--- src/rtl/ram_arb_pkg.sv ---
// Shared definitions for the RAMControl bus arbiter: FSM encoding and the
// READ/WRITE op codes, which match RAMControl's ramInstruction.
package ram_arb_pkg;

  typedef enum logic [2:0] {
    StIdle,
    StIssue,
    StWaitAcc,
    StWaitDone,
    StDone
  } arb_state_e;

  localparam logic RamRead  = 1'b0;
  localparam logic RamWrite = 1'b1;

endpackage

--- src/rtl/ram_bus_arbiter_if.sv ---
// Requester-side and RAMControl-side signals of the arbiter. The arbiter
// connects through the slave modport; engines and RAMControl use master.
interface ram_bus_arbiter_if #(
  parameter int unsigned NREQ   = 4,
  parameter int unsigned ADDR_W = 23,
  parameter int unsigned DATA_W = 16
);

  logic [NREQ-1:0]        req;
  logic [NREQ-1:0]        req_we;
  logic [NREQ*ADDR_W-1:0] req_addr;
  logic [NREQ*DATA_W-1:0] req_wdata;
  logic [NREQ-1:0]        gnt;
  logic [NREQ-1:0]        ack;
  logic [DATA_W-1:0]      rdata;
  logic                   busy;
  logic                   err;

  logic                   ram_instr;
  logic                   ram_latch;
  logic [ADDR_W-1:0]      ram_addr;
  logic [DATA_W-1:0]      ram_wdata;
  logic [DATA_W-1:0]      ram_rdata;
  logic                   ram_ready;

  modport slave (
    input  req, req_we, req_addr, req_wdata, ram_rdata, ram_ready,
    output gnt, ack, rdata, busy, err, ram_instr, ram_latch, ram_addr, ram_wdata
  );

  modport master (
    output req, req_we, req_addr, req_wdata, ram_rdata, ram_ready,
    input  gnt, ack, rdata, busy, err, ram_instr, ram_latch, ram_addr, ram_wdata
  );

endinterface

--- src/rtl/ram_bus_arbiter_rr_picker.sv ---
// Combinational round-robin select: searches upward from ptr_i+1 (mod NREQ)
// and returns the first requesting index as one-hot and as a binary index.
module rr_picker #(
  parameter int unsigned NREQ = 4,
  localparam int unsigned IdxW = $clog2(NREQ)
) (
  input  logic [NREQ-1:0] req_i,
  input  logic [IdxW-1:0] ptr_i,
  output logic            valid_o,
  output logic [NREQ-1:0] onehot_o,
  output logic [IdxW-1:0] idx_o
);

  logic [IdxW-1:0] cand;

  always_comb begin
    valid_o  = 1'b0;
    onehot_o = '0;
    idx_o    = '0;
    cand     = '0;
    for (int unsigned k = 1; k <= NREQ; k++) begin
      cand = IdxW'((32'(ptr_i) + k) % NREQ);
      if (!valid_o && req_i[cand]) begin
        valid_o        = 1'b1;
        onehot_o[cand] = 1'b1;
        idx_o          = cand;
      end
    end
  end

endmodule

--- src/rtl/ram_bus_arbiter.sv ---
// Round-robin arbiter sharing the single RAMControl port between GA engines.
// Optional watchdog abort is compiled in with `define RAM_ARB_WDOG_EN.
module ram_bus_arbiter
  import ram_arb_pkg::*;
#(
  parameter int unsigned NREQ        = 4,
  parameter int unsigned ADDR_W      = 23,
  parameter int unsigned DATA_W      = 16,
  parameter int unsigned WDOG_CYCLES = 1023
) (
  input  logic             clk,
  input  logic             rst_n,
  ram_bus_arbiter_if.slave bus
);

  localparam int unsigned IdxW = $clog2(NREQ);

  arb_state_e        state_q, state_d;
  logic [IdxW-1:0]   rr_ptr_q, rr_ptr_d;
  logic [IdxW-1:0]   win_idx_q, win_idx_d;
  logic [NREQ-1:0]   gnt_q, gnt_d;
  logic              instr_q, instr_d;
  logic [ADDR_W-1:0] addr_q, addr_d;
  logic [DATA_W-1:0] wdata_q, wdata_d;
  logic [DATA_W-1:0] rdata_q, rdata_d;

  logic              pick_valid;
  logic [NREQ-1:0]   pick_onehot;
  logic [IdxW-1:0]   pick_idx;
  logic              timeout;

  logic [ADDR_W-1:0] addr_slice  [NREQ];
  logic [DATA_W-1:0] wdata_slice [NREQ];

  for (genvar i = 0; i < NREQ; i++) begin : g_slice
    assign addr_slice[i]  = bus.req_addr[i*ADDR_W +: ADDR_W];
    assign wdata_slice[i] = bus.req_wdata[i*DATA_W +: DATA_W];
  end

  rr_picker #(
    .NREQ (NREQ)
  ) u_picker (
    .req_i    (bus.req),
    .ptr_i    (rr_ptr_q),
    .valid_o  (pick_valid),
    .onehot_o (pick_onehot),
    .idx_o    (pick_idx)
  );

  always_comb begin
    state_d   = state_q;
    rr_ptr_d  = rr_ptr_q;
    win_idx_d = win_idx_q;
    gnt_d     = gnt_q;
    instr_d   = instr_q;
    addr_d    = addr_q;
    wdata_d   = wdata_q;
    rdata_d   = rdata_q;
    unique case (state_q)
      StIdle: begin
        // Payload is latched at grant so a requester dropping req early is harmless.
        if (pick_valid && bus.ram_ready) begin
          gnt_d     = pick_onehot;
          win_idx_d = pick_idx;
          instr_d   = bus.req_we[pick_idx];
          addr_d    = addr_slice[pick_idx];
          wdata_d   = wdata_slice[pick_idx];
          state_d   = StIssue;
        end
      end
      StIssue: state_d = StWaitAcc;
      StWaitAcc: begin
        if (timeout)             state_d = StDone;
        else if (!bus.ram_ready) state_d = StWaitDone;
      end
      StWaitDone: begin
        if (timeout) begin
          state_d = StDone;
        end else if (bus.ram_ready) begin
          if (instr_q == RamRead) rdata_d = bus.ram_rdata;
          state_d = StDone;
        end
      end
      StDone: begin
        rr_ptr_d = win_idx_q;
        gnt_d    = '0;
        state_d  = StIdle;
      end
      default: state_d = StIdle;
    endcase
  end

  always_ff @(posedge clk or negedge rst_n) begin
    if (!rst_n) begin
      state_q   <= StIdle;
      rr_ptr_q  <= IdxW'(NREQ - 1);
      win_idx_q <= '0;
      gnt_q     <= '0;
      instr_q   <= RamRead;
      addr_q    <= '0;
      wdata_q   <= '0;
      rdata_q   <= '0;
    end else begin
      state_q   <= state_d;
      rr_ptr_q  <= rr_ptr_d;
      win_idx_q <= win_idx_d;
      gnt_q     <= gnt_d;
      instr_q   <= instr_d;
      addr_q    <= addr_d;
      wdata_q   <= wdata_d;
      rdata_q   <= rdata_d;
    end
  end

`ifdef RAM_ARB_WDOG_EN
  localparam int unsigned WdogW = $clog2(WDOG_CYCLES + 1);

  logic [WdogW-1:0] wdog_q, wdog_d;
  logic             err_q, err_d;
  logic             waiting;

  assign waiting = (state_q == StWaitAcc) || (state_q == StWaitDone);
  // Fires on the cycle the count would reach WDOG_CYCLES.
  assign timeout = waiting && (wdog_q == WdogW'(WDOG_CYCLES - 1));

  always_comb begin
    wdog_d = wdog_q;
    err_d  = err_q | timeout;
    if (state_q == StIssue) wdog_d = '0;
    else if (waiting)       wdog_d = wdog_q + 1'b1;
  end

  always_ff @(posedge clk or negedge rst_n) begin
    if (!rst_n) begin
      wdog_q <= '0;
      err_q  <= 1'b0;
    end else begin
      wdog_q <= wdog_d;
      err_q  <= err_d;
    end
  end

  assign bus.err = err_q;
`else
  logic unused_wdog;
  assign unused_wdog = ^WDOG_CYCLES;
  assign timeout     = 1'b0;
  assign bus.err     = 1'b0;
`endif

  assign bus.gnt       = gnt_q;
  assign bus.ack       = (state_q == StDone) ? gnt_q : '0;
  assign bus.rdata     = rdata_q;
  assign bus.busy      = (state_q != StIdle);
  assign bus.ram_instr = instr_q;
  assign bus.ram_latch = (state_q == StIssue);
  assign bus.ram_addr  = addr_q;
  assign bus.ram_wdata = wdata_q;

endmodule
--- src/flat_wrapper.sv ---
// flat-port wrapper written by rule: the top's interface ports become plain ports
module ram_bus_arbiter_flat import ram_arb_pkg::*;
#(
  parameter int unsigned NREQ        = 4,
  parameter int unsigned ADDR_W      = 23,
  parameter int unsigned DATA_W      = 16,
  parameter int unsigned WDOG_CYCLES = 1023
)
  (clk, rst_n, bus_req, bus_req_we, bus_req_addr, bus_req_wdata, bus_ram_rdata, bus_ram_ready, bus_gnt, bus_ack, bus_rdata, bus_busy, bus_err, bus_ram_instr, bus_ram_latch, bus_ram_addr, bus_ram_wdata);
  ram_bus_arbiter_if #(.NREQ(NREQ), .ADDR_W(ADDR_W), .DATA_W(DATA_W)) bus_i ();
  input  logic clk;
  input  logic rst_n;
  input wire logic [$bits(bus_i.req)-1:0] bus_req;
  input wire logic [$bits(bus_i.req_we)-1:0] bus_req_we;
  input wire logic [$bits(bus_i.req_addr)-1:0] bus_req_addr;
  input wire logic [$bits(bus_i.req_wdata)-1:0] bus_req_wdata;
  input wire logic [$bits(bus_i.ram_rdata)-1:0] bus_ram_rdata;
  input wire logic [$bits(bus_i.ram_ready)-1:0] bus_ram_ready;
  output wire logic [$bits(bus_i.gnt)-1:0] bus_gnt;
  output wire logic [$bits(bus_i.ack)-1:0] bus_ack;
  output wire logic [$bits(bus_i.rdata)-1:0] bus_rdata;
  output wire logic [$bits(bus_i.busy)-1:0] bus_busy;
  output wire logic [$bits(bus_i.err)-1:0] bus_err;
  output wire logic [$bits(bus_i.ram_instr)-1:0] bus_ram_instr;
  output wire logic [$bits(bus_i.ram_latch)-1:0] bus_ram_latch;
  output wire logic [$bits(bus_i.ram_addr)-1:0] bus_ram_addr;
  output wire logic [$bits(bus_i.ram_wdata)-1:0] bus_ram_wdata;
  assign bus_i.req = bus_req;
  assign bus_i.req_we = bus_req_we;
  assign bus_i.req_addr = bus_req_addr;
  assign bus_i.req_wdata = bus_req_wdata;
  assign bus_i.ram_rdata = bus_ram_rdata;
  assign bus_i.ram_ready = bus_ram_ready;
  assign bus_gnt = bus_i.gnt;
  assign bus_ack = bus_i.ack;
  assign bus_rdata = bus_i.rdata;
  assign bus_busy = bus_i.busy;
  assign bus_err = bus_i.err;
  assign bus_ram_instr = bus_i.ram_instr;
  assign bus_ram_latch = bus_i.ram_latch;
  assign bus_ram_addr = bus_i.ram_addr;
  assign bus_ram_wdata = bus_i.ram_wdata;
  ram_bus_arbiter #(.NREQ(NREQ), .ADDR_W(ADDR_W), .DATA_W(DATA_W), .WDOG_CYCLES(WDOG_CYCLES)) u_core (.clk(clk), .rst_n(rst_n), .bus(bus_i));
endmodule
--- config.mk ---
export PLATFORM = sky130hd
export DESIGN_NAME = ram_bus_arbiter_flat
export DESIGN_NICKNAME = d
export VERILOG_FILES = /design/src/rtl/ram_arb_pkg.sv /design/src/rtl/ram_bus_arbiter_if.sv /design/src/rtl/ram_bus_arbiter_rr_picker.sv /design/src/rtl/ram_bus_arbiter.sv /design/src/flat_wrapper.sv
export SDC_FILE = /design/constraint.sdc
export NUM_CORES = 1
export LEC_CHECK = 0
export BUFFER_PORTS_ARGS = -buffer_cell sky130_fd_sc_hd__clkbuf_2
export CORE_MARGIN = 2
export CORE_UTILIZATION = 45
export DETAILED_ROUTE_END_ITERATION = 10
export PLACE_DENSITY = 0.79
export RECOVER_POWER = 25
export SLEW_MARGIN = 20
export SYNTH_ARGS = -nofsm -noshare
export SYNTH_HDL_FRONTEND = slang
export SYNTH_HIERARCHICAL = 1
export SYNTH_SLANG_ARGS = --single-unit
--- constraint.sdc ---
create_clock -name clk -period 4.54 [get_ports clk]
set_input_delay 0.227 -clock clk [delete_from_list [all_inputs] [get_ports clk]]
set_output_delay 0.227 -clock clk [all_outputs]
set_load 0.005 [all_outputs]
==> flow_summary_export.csv, run 1 <==
group,metric,value,unit
detailed_routing,first_pass_iters,4,
synthesis,synthArstFlopShare,1.00,
finish,num_antenna_cells,0,
floorplanning,rows,36,
cts,clock-sinks,67,
sta,setup_viol,0,
cts,clkLatencyLatePin,0.36,ns
min_path,hold_class,"in2reg",
power_and_ir_drop,powerDensity,639,nW/um^2
synthesis,synthFlopType,"dfrtp_1",
synthesis,ys_types,48,
cts,postCtsHoldBufs,1,
floorplanning,die_area,10900,sq um
worst_setup_path,start_kind,"flip-flop",
detailed_routing,routedWlPerCell,18.4,um
cts,cts-root-buf,"clkbuf_8",
floorplanning,io_pins,250,
cts,cts_resized,0,
detailed_routing,drc,0,
finish,nNetsFinal,729,
finish,syn2layout_area_growth,30.7,%
synthesis,syn_inst,301,
placement,place.gp.congestion,0.863,
cts,clk_pin_slew,0.09,ns
power_and_ir_drop,leakagePower,0.00292,uW
sta,grt_setup_unrepaired,"no",
synthesis,yosysWarningCount,6,
detailed_routing,vias,3693,
cts,post_cts_buffers,0,
placement,port_buffers,248,
worst_setup_path,critPathArrivalTime,4.21,ns
worst_setup_path,worst-path-max-fanout,35,
synthesis,synth-seq-area-share,0.370,
detailed_routing,detail-route-antenna-nets,0,
sta,layout_setup_ws,0.590,ns
power_and_ir_drop,ir_worst_vdd,0.306,mV
outcome,outcome,"finished clean",
placement,place_hpwl,9650,um
synthesis,ys_ff_latch,67,
sta,min_period,3.95,ns
grt,grt_pass1_vias,3893,
detailed_routing,vias_per_cell,5.46,
worst_setup_path,critPathCaptureType,"flip-flop",
finish,drive_above_1_share,0.619,
sta,finalHoldViolCount,0,
grt,overflow,0,
sta,slew_violations,0,
cts,cts_max_level,3,
placement,post-place-ws,0.580,ns
grt,grt_usage,0.229,
floorplanning,start_util,0.465,
sta,fmax,253,MHz
floorplanning,core,9770,sq um
cts,cts_tree,"yes",
synthesis,netlist_area,4540,sq um
grt,grt_pass1_wl,19500,um
synthesis,synth-edff-count,0,
synthesis,syn_area_per_cell,15.1,sq um
finish,n_fill_cell,798,
synthesis,synth_fp_nets,492,
floorplanning,die_y,104,um
sta,timing.final.crit_share,0.870,
worst_setup_path,criticalPathCategory,"reg2reg",
grt,antenna_found_initial,0,
sta,worstMarginPinSlew,1.09,ns
sta,setup-tns-final,0,ns
floorplanning,fp.dieW,104,um
cts,clock_path_buffers,2,
sta,relSlewSlack,0.274,
detailed_routing,drtIter0Drc,244,
worst_setup_path,required,4.80,ns
flow_run,drv_cap,0,
detailed_routing,drt-total-wl,12400,um
grt,grt_max_degree,68,
sta,clock-skew-final,0.0142,ns
cts,cts_buffers,9,
==> worst paths after layout <==
path	from	end	slack, ns	cells after the start
min reg2reg	u_core/bus.rdata[12]	u_core/bus.rdata[12]	0.49	1
max in group asynchronous	rst_n	u_core/bus.ram_addr[21]	3.47	2
min in group asynchronous	rst_n	u_core/bus.ram_wdata[11]	0.52	2
min	bus_ram_rdata[12]	u_core/bus.rdata[12]	0.08	2
max reg2reg	u_core/rr_ptr_q[0]	u_core/bus.ram_wdata[3]	0.59	9
max	u_core/rr_ptr_q[0]	u_core/bus.ram_wdata[3]	0.59	9
==> stage by stage <==
step | hold WS (ns) | total power (uW) | utilization | cell area [sq um] | instances
after floorplan | -0.0686 | 2740 | - | 4540 | 301
after global placement | 0.377 | 3200 | 0.588 | 5750 | 659
after detailed placement | 0.388 | 3300 | 0.588 | 5750 | 659
after CTS | 0.0679 | 3840 | 0.610 | 5960 | 676
after global routing | 0.0593 | 4030 | 0.607 | 5940 | 676
final | 0.0839 | 3790 | 0.607 | 5940 | 676
==> placed cells by master (no fill, tap or decap), types with 7 or more instances in the layout <==
master    count
clkbuf_1     23
clkbuf_2    224
clkbuf_8      9
dfrtp_1      65
ha_1          8
inv_1        12
mux2_2       21
mux2_4       36
mux2i_1       7
mux4_1       22
mux4_2       20
nand2_1      11
==> critical path, cell delays in order, from the launching register on <==
cell,delay (ns)
dfstp_2,0.81
inv_1,0.18
ha_1,0.47
a21oi_1,0.18
a211oi_1,0.06
a311o_1,0.37
a221oi_4,0.27
buf_4,0.53
mux4_1,0.66
mux2_4,0.27
==> cells in the mapped netlist, types with 4 or more instances <==
library cell	n	area (sq um)
mux2i_1	7	70.1
ha_1	8	100
nand4_1	6	37.5
mux2_2	21	236
mux2_1	4	45.0
mux4_1	22	578
clkbuf_8	5	68.8
a21oi_1	4	20.0
a2111o_1	4	45.0
buf_12	4	80.1
clkbuf_1	4	15.0
or3_1	5	31.3
inv_1	12	45.0
a31oi_1	6	37.5
nor2_1	5	18.8
o31ai_1	4	30.0
and3_2	4	30.0
nand2_1	11	41.3
mux4_2	20	450
buf_2	4	20.0
mux2_4	36	541
dfrtp_1	65	1630
buf_6	7	78.8
==> report_power, final <==
group          leakage (uW)  switching, uW  total (uW)  internal, uW
Clock             0.0000988            266         529           263
Combinational       0.00202            891        2120          1230
Sequential         0.000801            238        1140           905
Total               0.00292           1400        3790          2400
==> metal layers <==
metal / up-vias / GRT usage / wire [um]
met5: - / 0 / 0
met4: 0 / 0.0927 / 291
met3: 25 / 0.0476 / 916
met2: 209 / 0.410 / 6420
met1: 1792 / 0.265 / 4810
li1: 1667 / - / -
==> flip-flops by register name, summed over array words and instances, names as in the netlist <==
| signal | flops |
|---|---|
| u_core/rr_ptr_q | 2 |
| u_core/bus.rdata | 16 |
| u_core/bus.ram_wdata | 16 |
| u_core/bus.gnt | 4 |
| u_core/state_q | 3 |
| u_core/win_idx_q | 2 |
| u_core/bus.ram_addr | 23 |
| u_core/bus.ram_instr | 1 |
==> final cells by class <==
cell class	count	area, sq um	share of cell area
clock inverters	7	82.6	0.0139
repair buffers	253	1270	0.214
clock buffers	9	124	0.0209
well taps	133	166	0.0280
flip-flops and latches	67	1680	0.283
inverters	12	45.0	0.00759
multi-input cells	195	2570	0.433
==> logic make-up (layout without fill, tap and decap cells) <==
| group | after synthesis | count (layout) | synth area share |
|---|---|---|---|
| compound gates | 28 | 28 | 0.0468 |
| flops | 67 | 67 | 0.370 |
| buf+inv | 39 | 281 | 0.0722 |
| simple gates | 48 | 48 | 0.0658 |
| fa+ha+maj | 8 | 8 | 0.0220 |
| mux | 110 | 110 | 0.423 |
| other cells | 1 | 1 | 0.000825 |
Power figures use the tool's default switching activity.
==> run 2, diff against run 1 <==
--- a/config.mk
+++ b/config.mk
@@ -6,10 +6,12 @@
 export NUM_CORES = 1
 export LEC_CHECK = 0
 export BUFFER_PORTS_ARGS = -buffer_cell sky130_fd_sc_hd__clkbuf_2
+export CELL_PAD_IN_SITES_DETAIL_PLACEMENT = 1
+export CELL_PAD_IN_SITES_GLOBAL_PLACEMENT = 1
 export CORE_MARGIN = 2
-export CORE_UTILIZATION = 45
+export CORE_UTILIZATION = 35
 export DETAILED_ROUTE_END_ITERATION = 10
-export PLACE_DENSITY = 0.79
+export PLACE_DENSITY = 0.8
 export RECOVER_POWER = 25
 export SLEW_MARGIN = 20
 export SYNTH_ARGS = -nofsm -noshare
==> run 2 against run 1 <==
Clock skew decreased by 0.0075 ns. Via count up 0.62%. Highest routed layer unchanged. Non-clock buffer count fell by 1. Critical path depth is the same. Critical path type unchanged. Critical endpoint is now u_core/bus.ram_wdata[0]. Count of clock-buffer cells in the layout unchanged. Sequential cell count did not move. The run now ends with max-capacitance violations, max-slew violations left.
==> flow_summary_export.csv, run 2 (synthesis gave the netlist of run 1 again) <==
group,metric,value,unit
outcome,outcome,"finished, violations left",
outcome,failed_checks,"max-capacitance violations, max-slew violations",
grt,grt_util_met1,0.231,
min_path,holdPathStages,2,
worst_setup_path,max_stage_delay,0.81,ns
min_path,hold_class,"in2reg",
cts,post_cts_buffers,0,
finish,largest_register_ffs,23,
worst_setup_path,crit_cells,9,
detailed_routing,drc,0,
placement,port_buffers,248,
sta,setup_viol,0,
floorplanning,rows,41,
detailed_routing,vias,3716,
grt,grt_max_degree,68,
grt,grt_busiest_layer,"met2",
finish,layout_commonest_cell,"clkbuf_2",
sta,setup-tns-final,0,ns
detailed_routing,first_pass_iters,6,
sta,holdWs,0.124,ns
floorplanning,core,12700,sq um
detailed_routing,drt-total-wl,14100,um
worst_setup_path,cp_top_family,"multiplexers",
cts,clock_path_buffers,2,
cts,clk_pin_slew,0.06,ns
cts,postCtsHoldBufs,0,
detailed_routing,vias_per_cell,5.20,
finish,num_antenna_cells,0,
floorplanning,die_y,118,um
sta,layout_setup_ws,0.583,ns
cts,cts_buffers,9,
detailed_routing,detail-route-antenna-nets,0,
power_and_ir_drop,powerDensity,667,nW/um^2
worst_setup_path,slowest_stage,"dfstp_2",
cts,cts_tree,"yes",
grt,antenna_found_initial,0,
floorplanning,fp.dieW,118,um
sta,clock-skew-final,0.00667,ns
worst_setup_path,worst-path-max-fanout,29,
cts,cts-root-buf,"clkbuf_16",
sta,relSlewSlack,-1.44,
grt,grt_util_met3,0.0465,
power_and_ir_drop,ir_worst_vdd,0.243,mV
sta,worstMarginPinSlew,3.66,ns
sta,min_period,3.96,ns
placement,place_hpwl,11100,um
grt,grt_pass1_vias,3981,
finish,nNetsFinal,728,
finish,design_area,6110,sq um
worst_setup_path,r2r_cells,9,
placement,place_area,5780,sq um
cts,clkLatencyLatePin,0.33,ns
worst_setup_path,criticalPathCategory,"reg2reg",
detailed_routing,drtIter0Drc,171,
worst_setup_path,worstPathCellList,"inv_1, ha_1, a21oi_1, a211oi_1, a311o_1, a221oi_4, buf_4, mux4_1, mux2_4",
power_and_ir_drop,leakagePower,0.00304,uW
cts,cts_max_level,3,
sta,timing.final.crit_share,0.871,
grt,grt_usage,0.201,
worst_setup_path,critPathCaptureType,"flip-flop",
finish,layout_common_cells,"clkbuf_2, dfrtp_1, mux2_4",
grt,overflow,0,
cts,clock-sinks,67,
flow_run,drv_cap,1,
floorplanning,start_util,0.359,
grt,grt_util_met2,0.369,
sta,fmax,253,MHz
finish,drive_above_1_share,0.661,
placement,place.gp.congestion,0.861,
worst_setup_path,start_kind,"flip-flop",
floorplanning,io_pins,250,
placement,post-place-ws,0.577,ns
sta,grt_setup_unrepaired,"no",
sta,slew_violations,68,
sta,finalHoldViolCount,0,
worst_setup_path,path_buf_inv,2,
finish,syn2layout_area_growth,34.4,%
floorplanning,die_area,13900,sq um
grt,grt_pass1_wl,21900,um
worst_setup_path,required,4.75,ns
worst_setup_path,critPathArrivalTime,4.17,ns
cts,cts_resized,0,
detailed_routing,routedWlPerCell,19.7,um
run 2: cell count changes in the layout (fill, tap and decap cells not counted), sizes merged:
| cell | change |
|---|---|
| clkinvlp | -2 |
| clkinv | +4 |
| bufinv | +1 |
| inv | -3 |
| buf | -1 |
| clkbuf | +1 |
| dlygate4sd3 | -1 |
run 2: worst paths after layout:
kind	start	to	slack (ns)
min	bus_ram_rdata[5]	u_core/bus.rdata[5]	0.12
max in group asynchronous	rst_n	u_core/bus.rdata[1]	1.34
max	u_core/rr_ptr_q[0]	u_core/bus.ram_wdata[0]	0.58
min in group asynchronous	rst_n	u_core/bus.ram_wdata[7]	1.15
max reg2reg	u_core/rr_ptr_q[0]	u_core/bus.ram_wdata[0]	0.58
min reg2reg	u_core/bus.rdata[5]	u_core/bus.rdata[5]	0.49
run 2: per-stage QoR:
step           cells  power, uW  utilization
3_3_place_gp     698       3200        0.457
4_1_cts          714       4130        0.482
5_1_grt          714       4330        0.482
6_report         714       4070        0.482
2_1_floorplan    301       2740            -
3_5_place_dp     698       3340        0.457
run 2: worst register-to-register path, cell delays in order (launching register included):
cell and delay [ns]:
dfstp_2 0.81, inv_1 0.18, ha_1 0.48, a21oi_1 0.18
a211oi_1 0.07, a311o_1 0.39, a221oi_4 0.28, buf_4 0.48
mux4_1 0.69, mux2_4 0.29
run 2: cell type report:
cell class                      instances  area [sq um]
Timing Repair Buffer                  252          1270
Clock inverter                          7           100
Tap cell                              172           215
Fill cell                            1388          6570
Sequential cell                        67          1680
Inverter                               12          45.0
Multi-Input combinational cell        195          2570
Clock buffer                            9           225
run 2: power by group:
| group | switching [uW] | total (uW) | internal (uW) |
|---|---|---|---|
| Sequential | 239 | 1150 | 907 |
| Clock | 276 | 760 | 484 |
| Combinational | 919 | 2160 | 1240 |
run 2: layer usage:
metal,vias up,share of wire
li1,1664,-
met1,1835,0.39
met2,194,0.53
met3,23,0.062
met4,0,0.020
met5,-,0
==> run 3, diff against run 2 <==
--- a/config.mk
+++ b/config.mk
@@ -5,11 +5,12 @@
 export SDC_FILE = /design/constraint.sdc
 export NUM_CORES = 1
 export LEC_CHECK = 0
+export ABC_AREA = 1
 export BUFFER_PORTS_ARGS = -buffer_cell sky130_fd_sc_hd__clkbuf_2
 export CELL_PAD_IN_SITES_DETAIL_PLACEMENT = 1
 export CELL_PAD_IN_SITES_GLOBAL_PLACEMENT = 1
 export CORE_MARGIN = 2
-export CORE_UTILIZATION = 35
+export CORE_UTILIZATION = 31
 export DETAILED_ROUTE_END_ITERATION = 10
 export PLACE_DENSITY = 0.8
 export RECOVER_POWER = 25
==> run 3 against run 2 <==
The flow still finishes with violations (max-capacitance violations, max-slew violations). Sequential cell count unchanged. Synthesized cell count rose to 2.8 times the previous value. Critical endpoint is now u_core/bus.ram_addr[22]. Sequential share of layout area shrank 2.7 points. Largest cell class unchanged. Area after synthesis is 15% higher. Hold slack got worse by 0.010 ns. Utilization shrank 7.2 points.
==> flow_summary_export.csv, run 3 <==
group,metric,value,unit
cts,clock-sinks,67,
cts,clk_pin_slew,0.06,ns
finish,drive_above_1_share,0.275,
power_and_ir_drop,powerDensity,814,nW/um^2
synthesis,yosysWarningCount,6,
worst_setup_path,criticalPathCategory,"reg2reg",
finish,utilization,0.410,
power_and_ir_drop,ir_worst_vdd,0.501,mV
outcome,failed_checks,"max-capacitance violations, max-slew violations",
detailed_routing,routedWlPerCell,13.4,um
placement,place_hpwl,13100,um
synthesis,synth.area.top_cells,"dfrtp_1, nand2_1, inv_1, nand3_1, buf_6",
synthesis,ys_ff_latch,67,
power_and_ir_drop,power.internal,2580,uW
sta,clock-skew-final,0.00521,ns
worst_setup_path,critPathCaptureType,"flip-flop",
detailed_routing,drtIter0Drc,262,
synthesis,synth-seq-area-share,0.323,
placement,place_area,6480,sq um
synthesis,synth_common_cells,"nand2_1, inv_1, nand3_1, dfrtp_1, buf_2",
detailed_routing,vias_per_cell,4.41,
synthesis,synthFlopType,"dfrtp_1",
flow_run,drv_cap,1,
placement,post-place-ws,1.18,ns
placement,port_buffers,248,
detailed_routing,detail-route-antenna-nets,0,
finish,layout_common_cells,"nand2_1, clkbuf_2, inv_1",
floorplanning,die_area,17800,sq um
cts,cts_resized,0,
worst_setup_path,start_kind,"flip-flop",
finish,regArea,1680,sq um
synthesis,synth_most_common_cell,"nand2_1",
synthesis,syn_inst,854,
cts,postCtsHoldBufs,0,
cts,cts-root-buf,"clkbuf_16",
placement,placed_cells,1285,
finish,layout_commonest_cell,"nand2_1",
sta,relSlewSlack,-1.50,
worst_setup_path,critPathArrivalTime,3.62,ns
finish,nNetsFinal,1267,
sta,layout_setup_ws,1.15,ns
detailed_routing,drc,0,
synthesis,synthArstFlopShare,1.00,
cts,cts_max_level,3,
cts,cts_tree,"yes",
power_and_ir_drop,p_sw,2930,uW
synthesis,ys_types,26,
synthesis,synth_top_area_share,0.312,
power_and_ir_drop,leakagePower,0.00447,uW
grt,grt_pass1_wl,29300,um
sta,worstMarginPinSlew,3.74,ns
cts,clock_path_buffers,2,
floorplanning,core,16500,sq um
worst_setup_path,required,4.77,ns
sta,grt_setup_unrepaired,"no",
placement,place.gp.congestion,0.809,
finish,multi_input_area,2530,sq um
grt,grt_max_degree,81,
finish,num_antenna_cells,0,
min_path,hold_class,"in2reg",
sta,min_period,3.39,ns
detailed_routing,drt-total-wl,17400,um
synthesis,syn_area_per_cell,6.10,sq um
grt,grt_pass1_vias,6024,
floorplanning,die_y,134,um
sta,slew_violations,68,
sta,finalHoldViolCount,0,
finish,n_fill_cell,2324,
outcome,outcome,"finished, violations left",
sta,setup_viol,0,
floorplanning,fp.dieW,134,um
synthesis,yosysTopAreaCell,"dfrtp_1",
cts,post_cts_buffers,0,
grt,overflow,0,
cts,clkLatencyLatePin,0.34,ns
sta,setup-tns-final,0,ns
floorplanning,rows,47,
floorplanning,io_pins,250,
finish,syn2layout_area_growth,30.2,%
synthesis,synth-edff-count,0,
detailed_routing,vias,5733,
sta,fmax,295,MHz
synthesis,synth_fp_nets,1045,
finish,design_area,6780,sq um
floorplanning,start_util,0.315,
grt,antenna_found_initial,0,
sta,timing.final.crit_share,0.747,
power_and_ir_drop,clkPwrFrac,0.131,
finish,final_cells,1301,
grt,grt_usage,0.204,
finish,largest_register_ffs,23,
cts,cts_buffers,9,
detailed_routing,first_pass_iters,4,
worst_setup_path,worst-path-max-fanout,80,
power_and_ir_drop,seqPwrFrac,0.194,
synthesis,netlist_area,5210,sq um
power_and_ir_drop,pwr-share-comb,0.676,
power_and_ir_drop,switching_share,0.531,
[run 3: power by group through the flow]
stage | clock (uW) | sequential, uW | combinational [uW]
CTS | 746 | 1070 | 3820
finish | 720 | 1070 | 3730
floorplan | 0 | 1060 | 2890
global placement | 0 | 1060 | 3730
global route | 776 | 1110 | 4320
detailed placement | 0 | 1080 | 3800
[run 3: worst paths after layout]
| path | startpoint | to | slack [ns] | depth (start not counted) |
|---|---|---|---|---|
| worst max-delay path | u_core/rr_ptr_q[0] | u_core/bus.ram_addr[22] | 1.15 | 14 |
| max in group asynchronous | rst_n | u_core/bus.ram_addr[5] | 1.26 | 1 |
| min in group asynchronous | rst_n | u_core/bus.rdata[7] | 1.17 | 1 |
| worst min-delay path | bus_ram_rdata[13] | u_core/bus.rdata[13] | 0.11 | 3 |
| worst min register to register | u_core/bus.rdata[0] | u_core/bus.rdata[0] | 0.47 | 2 |
| worst max register to register | u_core/rr_ptr_q[0] | u_core/bus.ram_addr[22] | 1.15 | 14 |
[run 3: layout make-up]
cell class,instances,area share
sequential,67,0.248
clock inverter,7,0.0113
inverter,183,0.103
timing repair buffer,253,0.190
clock buffer,9,0.0332
tap,220,0.0406
multi-input combinational,562,0.374
[run 3: stage by stage]
stage          power [uW]  hold WS [ns]
6_report             5510         0.113
5_1_grt              6200         0.118
4_1_cts              5640        0.0434
3_5_place_dp         4880         0.426
3_3_place_gp         4790         0.411
2_1_floorplan        3950       -0.0686
[run 3: cells by family after synthesis]
logic type	after synthesis	synth area share
AO/OA/AOI/OAI	19	0.0207
adder cells (fa/ha/maj)	8	0.0192
buffers and inverters	225	0.194
flip-flops	67	0.323
other	1	0.000720
AND/OR/NAND/NOR	534	0.443
[run 3: layer usage]
metal	track usage	vias to the layer above	wire length [um]
li1	-	2951	-
met1	0.243	2625	7550
met2	0.367	129	8640
met3	0.0335	28	739
met4	0.0780	0	495
met5	0	-	0
[run 3: worst max-delay path, cell delays in order (launching register included)]
cell,delay [ns]
dfstp_2,0.74
inv_8,0.10
ha_1,0.39
inv_2,0.09
nand3_4,0.12
nand2_4,0.08
nor2_4,0.25
nand3_1,0.17
a21oi_4,0.18
buf_4,0.64
nand2_1,0.12
nand3_1,0.12
nand2_1,0.07
nand2_1,0.06
nand2_1,0.05
